<file path="config.mk">
export PLATFORM = sky130hd
export DESIGN_NAME = uart_echo_buffer
export DESIGN_NICKNAME = d
export VERILOG_FILES = /design/src/rtl/uart_echo_buffer_pkg.sv /design/src/rtl/uart_echo_buffer_sync_fifo.sv /design/src/rtl/uart_echo_buffer.sv
export SDC_FILE = /design/constraint.sdc
export NUM_CORES = 1
export LEC_CHECK = 0
export CORE_UTILIZATION = 35
export DETAILED_ROUTE_END_ITERATION = 8
export PLACE_DENSITY = 0.48
export SYNTH_ARGS = -nofsm -noshare
export SYNTH_HDL_FRONTEND = slang
export SYNTH_SLANG_ARGS = --single-unit
</file>
<file path="constraint.sdc">
create_clock -name clk -period 4.5 [get_ports clk]
set_input_delay 0.45 -clock clk [delete_from_list [all_inputs] [get_ports clk]]
set_output_delay 0.45 -clock clk [all_outputs]
set_load 0.01 [all_outputs]
</file>
<file path="src/rtl/uart_echo_buffer_pkg.sv">
// Shared definitions for the UART echo buffer: transmit FSM encoding and the
// ASCII line-ending constants used for CR -> CR/LF expansion.
package uart_echo_buffer_pkg;

  typedef enum logic [2:0] {
    StIdle     = 3'd0,
    StStart    = 3'd1,
    StWaitBusy = 3'd2,
    StWaitDone = 3'd3,
    StInsertLf = 3'd4
  } tx_state_e;

  localparam logic [7:0] ASCII_CR = 8'h0D;
  localparam logic [7:0] ASCII_LF = 8'h0A;

endpackage

</file>
<file path="src/rtl/uart_echo_buffer_sync_fifo.sv">
// Single-clock FIFO with occupancy count. A push into a full FIFO is taken
// only when a pop happens in the same cycle; there is no empty-FIFO bypass.
module sync_fifo
  import uart_echo_buffer_pkg::*;
#(
  parameter int unsigned DATA_W = 8,
  parameter int unsigned DEPTH  = 16
) (
  input  logic                     clk,
  input  logic                     rst,
  input  logic                     push,
  input  logic [DATA_W-1:0]        wdata,
  input  logic                     pop,
  output logic [DATA_W-1:0]        rdata,
  output logic                     full,
  output logic                     empty,
  output logic [$clog2(DEPTH):0]   fill
);

  localparam int unsigned AW = $clog2(DEPTH);

  logic [AW-1:0]     wr_ptr_q;
  logic [AW-1:0]     rd_ptr_q;
  logic [AW:0]       fill_q;
  logic [DATA_W-1:0] mem_q [DEPTH];
  logic              do_push;
  logic              do_pop;

  assign empty   = (fill_q == '0);
  assign full    = (fill_q == (AW+1)'(DEPTH));
  assign do_pop  = pop && !empty;
  assign do_push = push && (!full || do_pop);
  assign rdata   = mem_q[rd_ptr_q];
  assign fill    = fill_q;

  // Pointers are AW bits wide, so they wrap modulo DEPTH on their own.
  always_ff @(posedge clk) begin
    if (rst) begin
      wr_ptr_q <= '0;
      rd_ptr_q <= '0;
      fill_q   <= '0;
    end else begin
      if (do_push) begin
        wr_ptr_q <= wr_ptr_q + 1'b1;
      end
      if (do_pop) begin
        rd_ptr_q <= rd_ptr_q + 1'b1;
      end
      unique case ({do_push, do_pop})
        2'b10:   fill_q <= fill_q + 1'b1;
        2'b01:   fill_q <= fill_q - 1'b1;
        default: fill_q <= fill_q;
      endcase
    end
  end

  always_ff @(posedge clk) begin
    if (do_push && !rst) begin
      mem_q[wr_ptr_q] <= wdata;
    end
  end

endmodule

</file>
<file path="src/rtl/uart_echo_buffer.sv">
// Buffers bytes from a UART receiver and echoes them to the transmitter,
// optionally following every CR with an inserted LF.
module uart_echo_buffer
  import uart_echo_buffer_pkg::*;
#(
  parameter int unsigned DATA_W    = 8,
  parameter int unsigned DEPTH     = 16,
  parameter bit          LF_EXPAND = 1'b1
) (
  input  logic                   clk,
  input  logic                   rst,
  input  logic                   rx_received,
  input  logic [DATA_W-1:0]      rx_byte,
  input  logic                   tx_busy,
  output logic                   tx_start,
  output logic [DATA_W-1:0]      tx_byte,
  output logic [$clog2(DEPTH):0] fill,
  output logic                   overflow,
  output logic [7:0]             drop_count
);

  tx_state_e         state_q, state_d;
  logic [DATA_W-1:0] tx_byte_q, tx_byte_d;
  logic              lf_done_q, lf_done_d;
  logic              overflow_q;
  logic [7:0]        drop_count_q;

  logic              pop;
  logic              fifo_full;
  logic              fifo_empty;
  logic [DATA_W-1:0] fifo_rdata;
  logic [7:0]        tx_low;
  logic              drop;

  sync_fifo #(
    .DATA_W (DATA_W),
    .DEPTH  (DEPTH)
  ) u_fifo (
    .clk   (clk),
    .rst   (rst),
    .push  (rx_received),
    .wdata (rx_byte),
    .pop   (pop),
    .rdata (fifo_rdata),
    .full  (fifo_full),
    .empty (fifo_empty),
    .fill  (fill)
  );

  // CR detection always looks at the low 8 bits of the character.
  if (DATA_W >= 8) begin : g_low_wide
    assign tx_low = tx_byte_q[7:0];
  end else begin : g_low_narrow
    assign tx_low = 8'(tx_byte_q);
  end

  always_comb begin
    state_d   = state_q;
    tx_byte_d = tx_byte_q;
    lf_done_d = lf_done_q;
    pop       = 1'b0;
    tx_start  = 1'b0;
    unique case (state_q)
      StIdle: begin
        if (!fifo_empty && !tx_busy) begin
          pop       = 1'b1;
          tx_byte_d = fifo_rdata;
          lf_done_d = 1'b0;
          state_d   = StStart;
        end
      end
      StStart: begin
        // Never request a transmission while the transmitter reports busy.
        if (!tx_busy) begin
          tx_start = 1'b1;
          state_d  = StWaitBusy;
        end
      end
      StWaitBusy: begin
        if (tx_busy) begin
          state_d = StWaitDone;
        end
      end
      StWaitDone: begin
        if (!tx_busy) begin
          if (LF_EXPAND && (tx_low == ASCII_CR) && !lf_done_q) begin
            state_d = StInsertLf;
          end else begin
            state_d = StIdle;
          end
        end
      end
      StInsertLf: begin
        tx_byte_d = DATA_W'(ASCII_LF);
        lf_done_d = 1'b1;
        state_d   = StStart;
      end
      default: begin
        state_d = StIdle;
      end
    endcase
  end

  assign drop = rx_received && fifo_full && !pop;

  always_ff @(posedge clk) begin
    if (rst) begin
      state_q      <= StIdle;
      tx_byte_q    <= '0;
      lf_done_q    <= 1'b0;
      overflow_q   <= 1'b0;
      drop_count_q <= '0;
    end else begin
      state_q    <= state_d;
      tx_byte_q  <= tx_byte_d;
      lf_done_q  <= lf_done_d;
      overflow_q <= drop;
      if (drop && (drop_count_q != 8'hFF)) begin
        drop_count_q <= drop_count_q + 8'd1;
      end
    end
  end

  assign tx_byte    = tx_byte_q;
  assign overflow   = overflow_q;
  assign drop_count = drop_count_q;

endmodule

</file>
==> out/qor.csv <==
metric,value,unit
status,"complete, no violations",
top_layer,met4,
start_util,36.0,%
synth_area_per_cell,15.8,sq um
fillers,1698,
synthArstFlopShare,0,%
areaGrowthSynthToFinish,18.7,%
met2_length,6.90,mm
met1Wirelength,6.83,mm
rsz0062_at_grt,no,
cp-endpoint,u_fifo.fill[4]$_SDFFE_PP0P_,
grt_pass1_wl,21.9,mm
placed_area,7450,sq um
cts.reportedPaths.clkPinSlew,0.07,ns
synth.distinct_cells,51,
reg2regPathDepth,10,
ir_worst_vdd,0.000229,V
wl,14.3,mm
vias_per_cell,5.09,
via_count,3784,
finalCriticalPeriod,3.60,ns
routedWlPerCell,19.2,microns
cts_sinks,166,
die_area,20000,sq um
nets,492,
worstPathArrival,3.91,ns
regArea,4610,sq um
slew_violations,0,
overflow,0,
p_seq_share,45.9,%
hold_slack,0.474,ns
dr.pass1.iters,4,
ys_seq_elements,166,
cts.path.max_buffers,2,
min_path_cells,2,
startpoint,u_fifo.fill[2]$_SDFFE_PP0P_,
synth_ff_type,edfxtp_1,
final_cells,744,
drc,0,
portBuffers,34,
combPwrFrac,15.9,%
antenna_found_initial,0,
worst_path_max_delay_cell,or4_1,
syn-cell-area,6800,sq um
reg2reg_slack,0.90,ns
drive_gt1_share,19.8,%
synth-edff-count,128,
slew_headroom,31.6,%
synthCells,430,
ctsResizeCount,0,
endpoint_kind,register,
fin_crit_sh,80.0,%
p_sw_share,26.5,%
p_int,0.00292,W
wl_met3,387,microns
final_hold_viol_count,0,
cts_setup_buffers,0,
clock.fmax,278,MHz
grt_usage,15.3,%
r2r-end,u_fifo.fill[4]$_SDFFE_PP0P_,
worstPathCellList,"or4_1, o31a_1, inv_2, ha_1, xor2_1, ha_1, a21oi_1, or4bb_1, a31oi_1, mux2_2",
cts-root-buf,clkbuf_16,
final_core_util,42.7,%
maxCapViolations,0,
yosysWarnings,0,
drtIter0Drc,264,
worst_ep_required_time,4.81,ns
worst_pin_slew,1.02,ns
dpl.cell_count,712,
numCtsBuffers,17,
critPathKind,reg -> reg,
final_common_cell,edfxtp_1,
reg2reg_from,u_fifo.fill[2]$_SDFFE_PP0P_,
start_kind,register,
dp_hpwl,9.29,mm
path_max_fanout,11,
grt_max_degree,37,
ys_seq_area_share,67.7,%
fin_tns_setup,0,ns
final_cell_mix,"128 x edfxtp_1, 37 x dfxtp_1, 34 x clkdlybuf4s50_1",
die_x,141,microns
hp-class,reg -> reg,
gp_congestion,0.754,
h-tree-depth,4,
power.density,492,nW/um^2
syn_nets,451,
finalInstanceArea,8070,sq um
cts_tree,done,
multiInputGateArea,2050,sq um
p_switching,0.00105,W
postCtsHoldBufs,0,
finalSetupViolCount,0,
fin_skew,0.00738,ns
slowest_delay,0.61,ns
n_antenna_cell,0,
ant_nets,0,
rows,50,
worstSkewPairLatency,0.42,ns
first_global_vias,3650,
p_leak,2.54,nW
clkPwrFrac,38.3,%
ios,35,
die_h,141,microns
core,18900,sq um
path_common_cell,ha_1,
==> worst min path at each step <==
stage	end	start	slack [ns]
global placement	lf_done_q$_SDFFE_PP0P_	lf_done_q$_SDFFE_PP0P_	0.47
CTS	lf_done_q$_SDFFE_PP0P_	lf_done_q$_SDFFE_PP0P_	0.48
global route	lf_done_q$_SDFFE_PP0P_	lf_done_q$_SDFFE_PP0P_	0.50
floorplan	lf_done_q$_SDFFE_PP0P_	lf_done_q$_SDFFE_PP0P_	0.44
finish	lf_done_q$_SDFFE_PP0P_	lf_done_q$_SDFFE_PP0P_	0.47
detailed placement	lf_done_q$_SDFFE_PP0P_	lf_done_q$_SDFFE_PP0P_	0.47
==> worst max-delay path, delay by kind of cell, from the launching register on <==
kind                     cells  cell delay [ns]
XOR/XNOR                     1             0.18
multiplexers                 1             0.35
AO/OA/AOI/OAI                3             0.67
buffers and inverters        1             0.20
adder cells (fa/ha/maj)      2             0.57
AND/OR/NAND/NOR              2             1.10
flip-flops                   1             0.41
==> synthesized netlist by cell type, types with 2 or more instances <==
cell | n | area share, %
inv_1 | 18 | 0.99
o41ai_1 | 2 | 0.26
mux4_2 | 28 | 9.3
nor3_1 | 3 | 0.22
nand4_1 | 4 | 0.37
ha_1 | 9 | 1.7
or4_1 | 3 | 0.33
nand3_1 | 7 | 0.52
or2_2 | 2 | 0.18
clkbuf_1 | 9 | 0.50
or3_1 | 4 | 0.37
buf_1 | 2 | 0.11
mux2i_1 | 11 | 1.6
nand3b_1 | 3 | 0.33
xor2_1 | 7 | 0.90
o31ai_1 | 4 | 0.44
xnor2_1 | 2 | 0.26
buf_2 | 8 | 0.59
a221oi_1 | 2 | 0.26
nor4_1 | 7 | 0.64
dfxtp_1 | 38 | 11
nor2_1 | 32 | 1.8
o21ai_0 | 11 | 0.81
o31a_1 | 2 | 0.26
nand2_1 | 14 | 0.77
o311ai_0 | 3 | 0.39
a21o_1 | 2 | 0.22
nor2b_1 | 3 | 0.28
a22oi_1 | 9 | 0.99
edfxtp_1 | 128 | 57
a21oi_1 | 17 | 1.3
a211oi_1 | 2 | 0.22
mux2_2 | 16 | 2.6
==> metrics by stage <==
step | setup slack (ns) | power (W)
3_5_place_dp | 0.695 | 0.00249
6_report | 0.901 | 0.00397
2_1_floorplan | 1.05 | 0.00225
5_1_grt | 0.677 | 0.00413
4_1_cts | 0.894 | 0.00401
3_3_place_gp | 0.802 | 0.00249
==> area by class of cell <==
type                       count  area share [%]
timing repair buffer          42            4.96
inverter                      19           0.884
multi-input combinational    225            25.4
clock buffer                  17            5.27
sequential                   166            57.1
clock inverter                15            2.36
tap                          260            4.03
==> metal layers <==
layer	vias up	GRT usage (%)
li1	1766	-
met1	1945	20.9
met2	56	24.3
met3	17	3.00
met4	0	5.60
met5	-	0
==> state kept, by name, summed over array words and instances (netlist names), named ones only <==
name	count
u_fifo.mem_q	128
drop_count	8
tx_byte	8
u_fifo.fill	5
u_fifo.rd_ptr_q	4
u_fifo.wr_ptr_q	4
state_q	3
lf_done_q	1
overflow	1
==> cell families after synthesis <==
kind of cell,after synthesis,synth area share (%)
simple gates,91,7.30
xor+xnor,9,1.16
mux,55,13.5
flops,166,67.7
fa+ha+maj,9,1.66
buf+inv,39,2.41
compound gates,61,6.22
==> power groups by stage <==
| stage | Combinational [W] | Sequential (W) | Clock [W] |
|---|---|---|---|
| after floorplan | 0.000430 | 0.00182 | 0 |
| after global placement | 0.000634 | 0.00186 | 0 |
| after detailed placement | 0.000635 | 0.00186 | 0 |
| after CTS | 0.000638 | 0.00182 | 0.00155 |
| after global routing | 0.000692 | 0.00184 | 0.00160 |
| final | 0.000630 | 0.00182 | 0.00152 |
(Power assumes the default switching activity.)
